<file path="src/rtl/keyram_pkg.sv">
// keyram_pkg: shared constants and types for the HDCP key-RAM port arbiter.
// Holds the RAM geometry defaults, the requester id encoding and the
// in-flight read tag carried through the read-latency pipeline.
package keyram_pkg;

  localparam int KEYRAM_WIDTH  = 64;
  localparam int KEYRAM_ADDR_W = 6;
  localparam int KEYRAM_LAT_HP = 2;  // RAM with output register
  localparam int KEYRAM_LAT_LL = 1;  // RAM without output register

  // Requester identity: loader is the host register path, cipher is the
  // HDCP cipher key fetch.
  typedef enum logic {
    KR_ID_LOADER = 1'b0,
    KR_ID_CIPHER = 1'b1
  } kr_id_e;

  // One in-flight read slot.
  typedef struct packed {
    logic   valid;
    kr_id_e id;
  } kr_tag_t;

endpackage

</file>
<file path="src/rtl/keyram_rd_track.sv">
// keyram_rd_track: follows each granted read through the RAM read latency
// and steers the returned word to the requester that issued it. Only
// READ_LATENCY of 1 or 2 is accepted.
module keyram_rd_track
  import keyram_pkg::*;
#(
  parameter int RAM_WIDTH    = KEYRAM_WIDTH,
  parameter int READ_LATENCY = KEYRAM_LAT_HP
) (
  input  logic                 clk,
  input  logic                 rstn,
  input  kr_tag_t              tag_in,
  input  logic [RAM_WIDTH-1:0] ram_dout,
  output logic                 ram_regce,
  output logic                 m0_rvalid,
  output logic [RAM_WIDTH-1:0] m0_rdata,
  output logic                 m1_rvalid,
  output logic [RAM_WIDTH-1:0] m1_rdata
);

  if (READ_LATENCY != 1 && READ_LATENCY != 2) begin : g_bad_latency
    $error("keyram_rd_track: READ_LATENCY must be 1 or 2");
  end

  kr_tag_t [READ_LATENCY:1] stage_r;
  kr_tag_t                  ret_s;
  logic [RAM_WIDTH-1:0]     m0_hold_r;
  logic [RAM_WIDTH-1:0]     m1_hold_r;

  // Shift the in-flight tags one stage per cycle; reset drops all of them.
  always_ff @(posedge clk or negedge rstn) begin
    if (!rstn) begin
      stage_r <= '0;
    end else begin
      stage_r[1] <= tag_in;
      for (int i = 2; i <= READ_LATENCY; i++) begin
        stage_r[i] <= stage_r[i-1];
      end
    end
  end

  // The output register only needs to capture when a read is in stage 1.
  if (READ_LATENCY == 2) begin : g_regce
    assign ram_regce = stage_r[1].valid;
  end else begin : g_no_regce
    assign ram_regce = 1'b0;
  end

  // Demultiplex the returning word to its owner; the other side keeps its data.
  always_comb begin
    ret_s     = stage_r[READ_LATENCY];
    m0_rvalid = ret_s.valid && (ret_s.id == KR_ID_LOADER);
    m1_rvalid = ret_s.valid && (ret_s.id == KR_ID_CIPHER);
    if (m0_rvalid) begin
      m0_rdata = ram_dout;
    end else begin
      m0_rdata = m0_hold_r;
    end
    if (m1_rvalid) begin
      m1_rdata = ram_dout;
    end else begin
      m1_rdata = m1_hold_r;
    end
  end

  // Remember the last word returned to each requester so rdata stays stable.
  always_ff @(posedge clk or negedge rstn) begin
    if (!rstn) begin
      m0_hold_r <= '0;
      m1_hold_r <= '0;
    end else begin
      if (m0_rvalid) begin
        m0_hold_r <= ram_dout;
      end
      if (m1_rvalid) begin
        m1_hold_r <= ram_dout;
      end
    end
  end

endmodule

</file>
<file path="src/rtl/keyram_port_arb.sv">
// keyram_port_arb: round-robin arbiter between the key loader (m0) and the
// cipher key fetch (m1) for one port of the HDCP key RAM. One access is
// granted per cycle; read returns are routed back by keyram_rd_track.
// Optional build macro KEYRAM_ARB_WLOCK_EN adds a wlock input that turns
// granted writes into no-ops and flags them on wr_err.
module keyram_port_arb
  import keyram_pkg::*;
#(
  parameter int RAM_WIDTH    = KEYRAM_WIDTH,
  parameter int ADDR_WIDTH   = KEYRAM_ADDR_W,
  parameter int READ_LATENCY = KEYRAM_LAT_HP
) (
  input  logic                  clk,
  input  logic                  rstn,
  input  logic                  m0_req,
  input  logic                  m0_we,
  input  logic [ADDR_WIDTH-1:0] m0_addr,
  input  logic [RAM_WIDTH-1:0]  m0_wdata,
  output logic                  m0_gnt,
  output logic                  m0_rvalid,
  output logic [RAM_WIDTH-1:0]  m0_rdata,
  input  logic                  m1_req,
  input  logic                  m1_we,
  input  logic [ADDR_WIDTH-1:0] m1_addr,
  input  logic [RAM_WIDTH-1:0]  m1_wdata,
  output logic                  m1_gnt,
  output logic                  m1_rvalid,
  output logic [RAM_WIDTH-1:0]  m1_rdata,
  output logic                  ram_en,
  output logic                  ram_we,
  output logic [ADDR_WIDTH-1:0] ram_addr,
  output logic [RAM_WIDTH-1:0]  ram_din,
  output logic                  ram_regce,
`ifdef KEYRAM_ARB_WLOCK_EN
  input  logic                  wlock,
  output logic                  wr_err,
`endif
  input  logic [RAM_WIDTH-1:0]  ram_dout
);

  kr_id_e                last_gnt_r;
  kr_id_e                win_s;
  logic                  any_s;
  logic                  sel_we_s;
  logic [ADDR_WIDTH-1:0] sel_addr_s;
  logic [RAM_WIDTH-1:0]  sel_wdata_s;
  logic [ADDR_WIDTH-1:0] addr_hold_r;
  logic [RAM_WIDTH-1:0]  din_hold_r;
  logic                  wlock_s;
  kr_tag_t               tag_s;

`ifdef KEYRAM_ARB_WLOCK_EN
  assign wlock_s = wlock;
`else
  assign wlock_s = 1'b0;
`endif

  // Pick the winner: a lone requester wins, contention goes to the side
  // that was not granted last. Nothing is granted while reset is asserted.
  always_comb begin
    any_s = 1'b0;
    win_s = KR_ID_LOADER;
    if (!rstn) begin
      any_s = 1'b0;
    end else if (m0_req && m1_req) begin
      any_s = 1'b1;
      win_s = (last_gnt_r == KR_ID_LOADER) ? KR_ID_CIPHER : KR_ID_LOADER;
    end else if (m0_req) begin
      any_s = 1'b1;
      win_s = KR_ID_LOADER;
    end else if (m1_req) begin
      any_s = 1'b1;
      win_s = KR_ID_CIPHER;
    end else begin
      any_s = 1'b0;
    end
  end

  // Route the winner's command onto the RAM port; idle cycles keep the
  // previous address and data on the bus.
  always_comb begin
    if (win_s == KR_ID_CIPHER) begin
      sel_we_s    = m1_we;
      sel_addr_s  = m1_addr;
      sel_wdata_s = m1_wdata;
    end else begin
      sel_we_s    = m0_we;
      sel_addr_s  = m0_addr;
      sel_wdata_s = m0_wdata;
    end
    m0_gnt = any_s && (win_s == KR_ID_LOADER);
    m1_gnt = any_s && (win_s == KR_ID_CIPHER);
    ram_en = any_s;
    ram_we = any_s && sel_we_s && !wlock_s;
    if (any_s) begin
      ram_addr = sel_addr_s;
      ram_din  = sel_wdata_s;
    end else begin
      ram_addr = addr_hold_r;
      ram_din  = din_hold_r;
    end
    tag_s.valid = any_s && !sel_we_s;
    tag_s.id    = win_s;
  end

  // Round-robin pointer and bus hold registers update on every grant.
  always_ff @(posedge clk or negedge rstn) begin
    if (!rstn) begin
      last_gnt_r  <= KR_ID_CIPHER;
      addr_hold_r <= '0;
      din_hold_r  <= '0;
    end else if (any_s) begin
      last_gnt_r  <= win_s;
      addr_hold_r <= sel_addr_s;
      din_hold_r  <= sel_wdata_s;
    end
  end

`ifdef KEYRAM_ARB_WLOCK_EN
  // Flag each write that was granted but suppressed by the lock.
  always_ff @(posedge clk or negedge rstn) begin
    if (!rstn) begin
      wr_err <= 1'b0;
    end else begin
      wr_err <= any_s && sel_we_s && wlock_s;
    end
  end
`endif

  keyram_rd_track #(
    .RAM_WIDTH    (RAM_WIDTH),
    .READ_LATENCY (READ_LATENCY)
  ) u_rd_track (
    .clk       (clk),
    .rstn      (rstn),
    .tag_in    (tag_s),
    .ram_dout  (ram_dout),
    .ram_regce (ram_regce),
    .m0_rvalid (m0_rvalid),
    .m0_rdata  (m0_rdata),
    .m1_rvalid (m1_rvalid),
    .m1_rdata  (m1_rdata)
  );

endmodule

</file>
<file path="config.mk">
export PLATFORM = sky130hd
export DESIGN_NAME = keyram_port_arb
export DESIGN_NICKNAME = d
export VERILOG_FILES = /design/src/rtl/keyram_pkg.sv /design/src/rtl/keyram_rd_track.sv /design/src/rtl/keyram_port_arb.sv
export SDC_FILE = /design/constraint.sdc
export NUM_CORES = 1
export LEC_CHECK = 0
export ABC_CLOCK_PERIOD_IN_PS = 2510
export CORE_AREA = 2 2 162 164
export DETAILED_ROUTE_END_ITERATION = 12
export DIE_AREA = 0 0 164 166
export PLACE_DENSITY = 0.66
export SLEW_MARGIN = 20
export SYNTH_ARGS = -nofsm -noshare
export SYNTH_HDL_FRONTEND = slang
export SYNTH_SLANG_ARGS = --single-unit
export TNS_END_PERCENT = 100
</file>
<file path="constraint.sdc">
create_clock -name clk -period 2.51 [get_ports clk]
set_clock_uncertainty 0.05 [all_clocks]
set_input_delay 0.502 -clock clk [delete_from_list [all_inputs] [get_ports clk]]
set_output_delay 0.502 -clock clk [all_outputs]
set_load 0.02 [all_outputs]
</file>
==> metrics.txt <==
max cap viols=0; Clock Power Share=a little over a quarter; Worst Setup SP=last_gnt_r; clock latency at the later pin of the worst-skew pair=0.51 ns; global-route wire length before repair=40200 µm; Distinct cells, synth=23; clk slew on worst S/H paths=0.06 ns; FMAX=approximately 380 MHz; worst path required time=approximately 2.0 ns; share of the synthesized area in the top cell type=a little under two thirds; share of layout cells above drive strength 1=between 40% and 50%; Leakage=approximately 6.6 nW; TritonCTS Sinks=203; Synth Area per Inst=15.0 µm²; routed wire length=around 28000 µm; Max VDD drop=a little under 0.5 mV; mapped cell area=between 7000 and 8000 µm²; worst setup margin=-0.126 ns; internal power=between 8 and 9 mW; Ports=just over 400; Detailed Routing Iterations Pass 1=5; Setup violations, final=between 80 and 90; failing checks=setup timing; switching power of the nets=between 3 and 4 mW; Setup Crit Path Kind=register to output pin; vias in the first global route=between 6000 and 7000; die width=approximately 160 µm; synthesis-to-finish area growth=79.0%; synthesized netlist cell count=between 500 and 600; CP arrival=between 2 and 2.5 ns; Tot Pwr=11.8 mW; total number of vias=roughly 6500; DIE AREA=about 27000 µm²; drt via density=between 4 and 5; total CTS buffers=23; CTS H-tree depth=1; largest net degree at the start of global routing=71; Placement Setup Slack=-0.679 ns; Period Utilization, post-route=105%; CP endpoint kind=output pin; Iter 0 DRT Violations=approximately 290; Sequential Power Share=35.3%; total gr overflow=0; RSZ-0062 raised after global routing=true; Die Span Y=166 µm; Synth area leader=dfrtp_1; Yosys warnings=0; Seq/Total Area, Yosys=~64%; Sw Share=about a third; Post-CTS Hold Buffers=0; PwrDens=roughly 830 nW/µm²; final hold viol count=0; antenna violations before repair=1; clk buf depth=3; combinational share of power=a little under two fifths; Seq cells post-synth=about 200; CP max FO=20; Hold Crit Class=input pin to async pin; total track usage=19.1%; Slew headroom=roughly two fifths; Synthesized Nets=740; standard-cell row count=59; DRT antenna net count=0; gpl congestion=0.838; Final Slew Violations=0; DP Area=around 13000 µm²; CP Launch Type=register; status=complete, but fails checks; nets@finish=~1200; clock root buffer master=clkbuf_16; synth top area cells=dfrtp_1 (63%), mux2_2 (18%), a221o_1 (8.5%); Final Cell Area=14300 µm²; Routed WL per cell=~21 µm; IO Port Bufs=414; min Tclk post-route=around 2.6 ns; # fillers=between 2000 and 2500; Post-Route Hold Slack=between 0.04 and 0.05 ns; Initial Utilization=a little under a third; final routed DRC violation total=0; R2R Path Start=last_gnt_r; CTS tree=done; Core Box Area=roughly 26000 µm²; worst slew pin tran=approximately 0.91 ns; DPL Wire Length=19500 µm
[state kept, by name, indices dropped and copies added (netlist names)]
name,count
last_gnt_r,1
u_rd_track.ram_regce,1
u_rd_track.m1_hold_r,64
u_rd_track.stage_r,1
u_rd_track.ret_s,2
din_hold_r,64
addr_hold_r,6
u_rd_track.m0_hold_r,64
[synth_stat cells]
master and n:
o21ai_0 3, nand2_2 1, clkbuf_1 14, and3_1 1, buf_1 2, nor2_1 4
a31oi_1 2, o21a_1 1, inv_1 4, o21ai_4 1, nand2b_1 1, buf_2 18
inv_2 1, a21oi_1 1, dfrtp_1 202, o2111ai_1 3, mux2_2 128, a221o_1 68
o22ai_1 1, buf_6 3, nand2_1 1, dfstp_2 1, and2_1 69
[critical path: stages, from the launching register on]
cell	delay [ns]
dfstp_2	0.53
and2_4	0.14
buf_6	0.10
nor2_4	0.07
buf_12	0.17
a221o_1	0.39
buf_6	0.16
[cell type report]
type	instances	area (µm²)	share of cell area, %
sequential	203	5080	35.7
timing repair buffer	502	5030	35.3
multi-input combinational	285	2970	20.9
clock buffer	34	667	4.68
tap	335	419	2.94
clock inverter	8	43.8	0.307
inverter	5	31.3	0.219
antenna	1	2.50	0.0176
[what timing repair did]
action / in CTS / in global routing
endpoints found under the hold margin: 0 / 0
setup endpoints to repair: 202 / 186
resized for setup: 788 / 387
setup buffers: 17 / 28
gates cloned: 3 / 8
pin swaps: 42 / 21
[through the flow]
step,TNS [ns],instances,util [%]
after global routing,-13.09,1373,55.6
final,-6.02,1373,55.6
after global placement,-42.03,1280,50.0
after CTS,-11.52,1342,52.1
after floorplan,0,530,-
after detailed placement,-43.56,1280,50.0
[worst paths after layout]
| check | to | slack (ns) | cells after the start |
|---|---|---|---|
| hold reg to reg | u_rd_track.ret_s[0] | 0.30 | 0 |
| setup reg to reg | din_hold_r[49] | 0.74 | 7 |
| setup / recovery | ram_din[43] | -0.13 | 6 |
| hold / removal | din_hold_r[34] | 0.05 | 2 |
| min in group clk | u_rd_track.ret_s[0] | 0.30 | 0 |
| max in group asynchronous | u_rd_track.m0_hold_r[22] | 0.76 | 4 |
[per-layer routing]
layer / global-route usage (%) / wire length (µm)
met4: 6.14 / 844
met5: 0 / 0
met1: 22.5 / 11000
met3: 5.67 / 2460
met2: 33.2 / 14100
[logic make-up (layout without fill, tap and decap cells)]
logic type / Yosys count / in the layout / synth area share, %
mux: 128 / 128 / 18.1
other cells: 0 / 1 / 0
buf+inv: 42 / 549 / 2.55
simple gates: 77 / 77 / 5.89
compound gates: 80 / 80 / 9.66
flops: 203 / 203 / 63.8
[cell usage in the layout, fill, tap and decap left out, types with 2 or more instances in the layout]
| master | count |
|---|---|
| dlygate4sd2_1 | 4 |
| clkbuf_16 | 29 |
| o2111ai_1 | 3 |
| buf_8 | 5 |
| mux2_4 | 62 |
| o21ai_4 | 2 |
| and2_1 | 68 |
| a221o_1 | 68 |
| buf_6 | 135 |
| clkbuf_2 | 4 |
| clkbuf_1 | 6 |
| dfrtp_1 | 201 |
| clkinv_2 | 7 |
| buf_2 | 65 |
| inv_1 | 3 |
| buf_12 | 19 |
| mux2_2 | 66 |
| clkdlybuf4s50_1 | 207 |
| buf_4 | 55 |
| nor2_1 | 3 |
| clkbuf_8 | 6 |
[power groups by stage]
stage	Combinational [mW]	Clock [mW]	Sequential, mW
final	4.49	3.17	4.18
after global routing	4.74	3.43	4.25
after CTS	3.94	3.27	4.16
after detailed placement	4.33	0	4.20
after floorplan	2.08	0	4.15
after global placement	4.29	0	4.18
(Power assumes the default switching activity.)
==> patch: new RTL, same settings <==
Add a define of `KEYRAM_ARB_WLOCK_EN`.
--- a/src/rtl/keyram_port_arb.sv
+++ b/src/rtl/keyram_port_arb.sv
@@ -4,4 +4,6 @@
 // Optional build macro KEYRAM_ARB_WLOCK_EN adds a wlock input that turns
 // granted writes into no-ops and flags them on wr_err.
+`define KEYRAM_ARB_WLOCK_EN
+
 module keyram_port_arb
   import keyram_pkg::*;
Ports: changed (added wlock and wr_err); port bits go from 415 to 417. No check against the original RTL was run, so the function may have changed too.
==> patch against the original RTL <==
The flow still finishes with violations (negative setup slack); power decreased by 0.33%; worst setup slack got worse by 25 ps; sequential share of layout area is 1.5 points higher; non-clock buffer count is 12 higher; cell area is 3.4% lower; via count hardly changed; register-to-register slack improved by 20 ps; routed wire length shrank 1.6%; sequential cell count grew 1; area after synthesis is 0.41% higher; largest cell class unchanged; largest power group is now registers.
==> patch: results (changes against the original RTL) <==
status=finished with violations; failing checks=negative setup slack; H-tree levels=1 (unchanged); Fill cells=2258 (+2.1%); initial drt markers=304 (+6.7%); Async S/R FF share, synth=1.000 (unchanged); IO Port Bufs=416 (+0.48%); largest net degree at the start of global routing=133 (+87%); Final nets=1246 (+1.3%); final setup vio count=85 (+3.7%); maximum VDD drop=539.2 uV (+12%); ANT cells=0 (-1); TritonCTS buffer count=24 (+4.3%); sequential cell area fraction in the yosys report=0.6386 (about the same); Post-synth top cells=dfrtp_1 (203), mux2_2 (128), a221o_1 (68), and2_1 (68), buf_2 (18); Placer Congestion=0.8081 (-3.5%); top cells by area, synth=dfrtp_1 (64%), mux2_2 (18%), a221o_1 (8.5%), and2_1 (5.3%), buf_2 (1.1%); leakage=6.235 nW (-5.4%); share of cells above drive strength 1=0.4495 (-0.001778); final WL=27930 um (-1.6%); vias in the first global route=6871 (+1.7%); HP Class=in2async; top flop regs=din_hold_r: 64 flops, u_rd_track.m0_hold_r: 64 flops, u_rd_track.m1_hold_r: 64 flops; initial antenna violation count=0 (-1); Clk Latency, worst-skew pair=510 ps (about the same); critical path peak fanout=9 (-55%); Worst-path clk slew=60 ps (about the same); global-route wire length before repair=41120 um (+2.2%); CP peak stage delay=~540 ps; Clock Tree Buf Depth=3 (unchanged); gr usage total=0.1966 (+0.005374); Area after DPL=0.01286 mm2 (+0.43%); hpwl dp=19390 um (-0.57%); Congestion Overflow GR=0 (unchanged); slowest cell on the critical path=dfstp_2; post-synth cell types=25 (+8.7%); Clock Tree Root=clkbuf_16; r2r setup slk=760 ps (+20 ps); Vias=6520 (+0.015%); final setup margin=-151.1 ps (-25.04 ps); Ys Warns=0 (unchanged); Syn Nets=743 (+0.41%); Slew Limit Headroom=0.3693 (-0.02310)
## patch: cell types whose count changed in the layout (fill, tap and decap cells not counted), sizes merged, moves of 2 or more
cell           delta
clkinv            -8
dlymetal6s2s      +3
clkbuf           +65
bufinv            +4
buf              -67
clkdlybuf4s15     +8
clkdlybuf4s50     +3
bufbuf            +2
## patch: worst paths after layout
kind,startpoint,end,cells after the start
min in group clk,u_rd_track.stage_r[0],u_rd_track.ret_s[0],0
setup / recovery,last_gnt_r,ram_din[9],6
hold / removal,rstn,last_gnt_r,2
max in group asynchronous,rstn,u_rd_track.ret_s[0],4
hold reg to reg,u_rd_track.stage_r[0],u_rd_track.ret_s[0],0
setup reg to reg,last_gnt_r,din_hold_r[42],6
## patch: per-stage QoR
step | std cells | TNS [ps] | util | hold slack [ps] | setup WS (ps)
after floorplan | 532 | 0 | - | 156.4 | 262.6
after global placement | 1292 | -43530 | 0.5022 | 281.2 | -689.4
after detailed placement | 1292 | -44360 | 0.5022 | 295.1 | -690.2
after CTS | 1353 | -22630 | 0.5369 | 3.264 | -190.8
after global routing | 1385 | -16260 | 0.5372 | 6.391 | -222.1
final | 1385 | -7311 | 0.5372 | 19.91 | -151.1
## patch: report_power, final
part / internal, mW / leakage (nW) / switching [mW] / total [mW]
Sequential: 4.01 / 2.41 / 0.170 / 4.18
Clock: 2.39 / 0.414 / 1.33 / 3.73
Combinational: 1.78 / 3.41 / 2.11 / 3.89
Total: 8.18 / 6.23 / 3.62 / 11.8
## patch: layout make-up
cell class	count	area [um2]	share of cell area
clock buffer	36	726.9	0.05283
multi-input combinational	287	2754	0.2001
inverter	4	15.01	0.001091
timing repair buffer	514	4611	0.3351
tap	335	419.2	0.03046
sequential	204	5107	0.3712
clock inverter	5	127.6	0.009274
## patch: cell families after synthesis
logic type | Yosys count | share of synthesized area
compound gates | 81 | 0.09717
buf+inv | 41 | 0.02488
flops | 204 | 0.6386
mux | 128 | 0.1803
simple gates | 78 | 0.05915
## patch: metal layers
layer | wire length (um) | vias to the layer above | track usage
met1 | 10430 | 3211 | 0.2270
met3 | 2726 | 41 | 0.06469
met2 | 14150 | 306 | 0.3473
li1 | - | 2962 | -
met4 | 622 | 0 | 0.05301
met5 | 0 | - | 0
## patch: repair_timing
item / CTS / global route
pin swaps: 27 / 17
gates cloned: 8 / 3
buffers inserted: 12 / 32
setup endpoints to repair: 204 / 202
gates resized for setup: 631 / 208
## patch: worst max-delay path, delay by kind of cell (launching register included)
| family | cells | cell delay [ps] |
|---|---|---|
| flops | 1 | 540 |
| buf+inv | 3 | 440 |
| compound gates | 1 | 350 |
| simple gates | 2 | 280 |
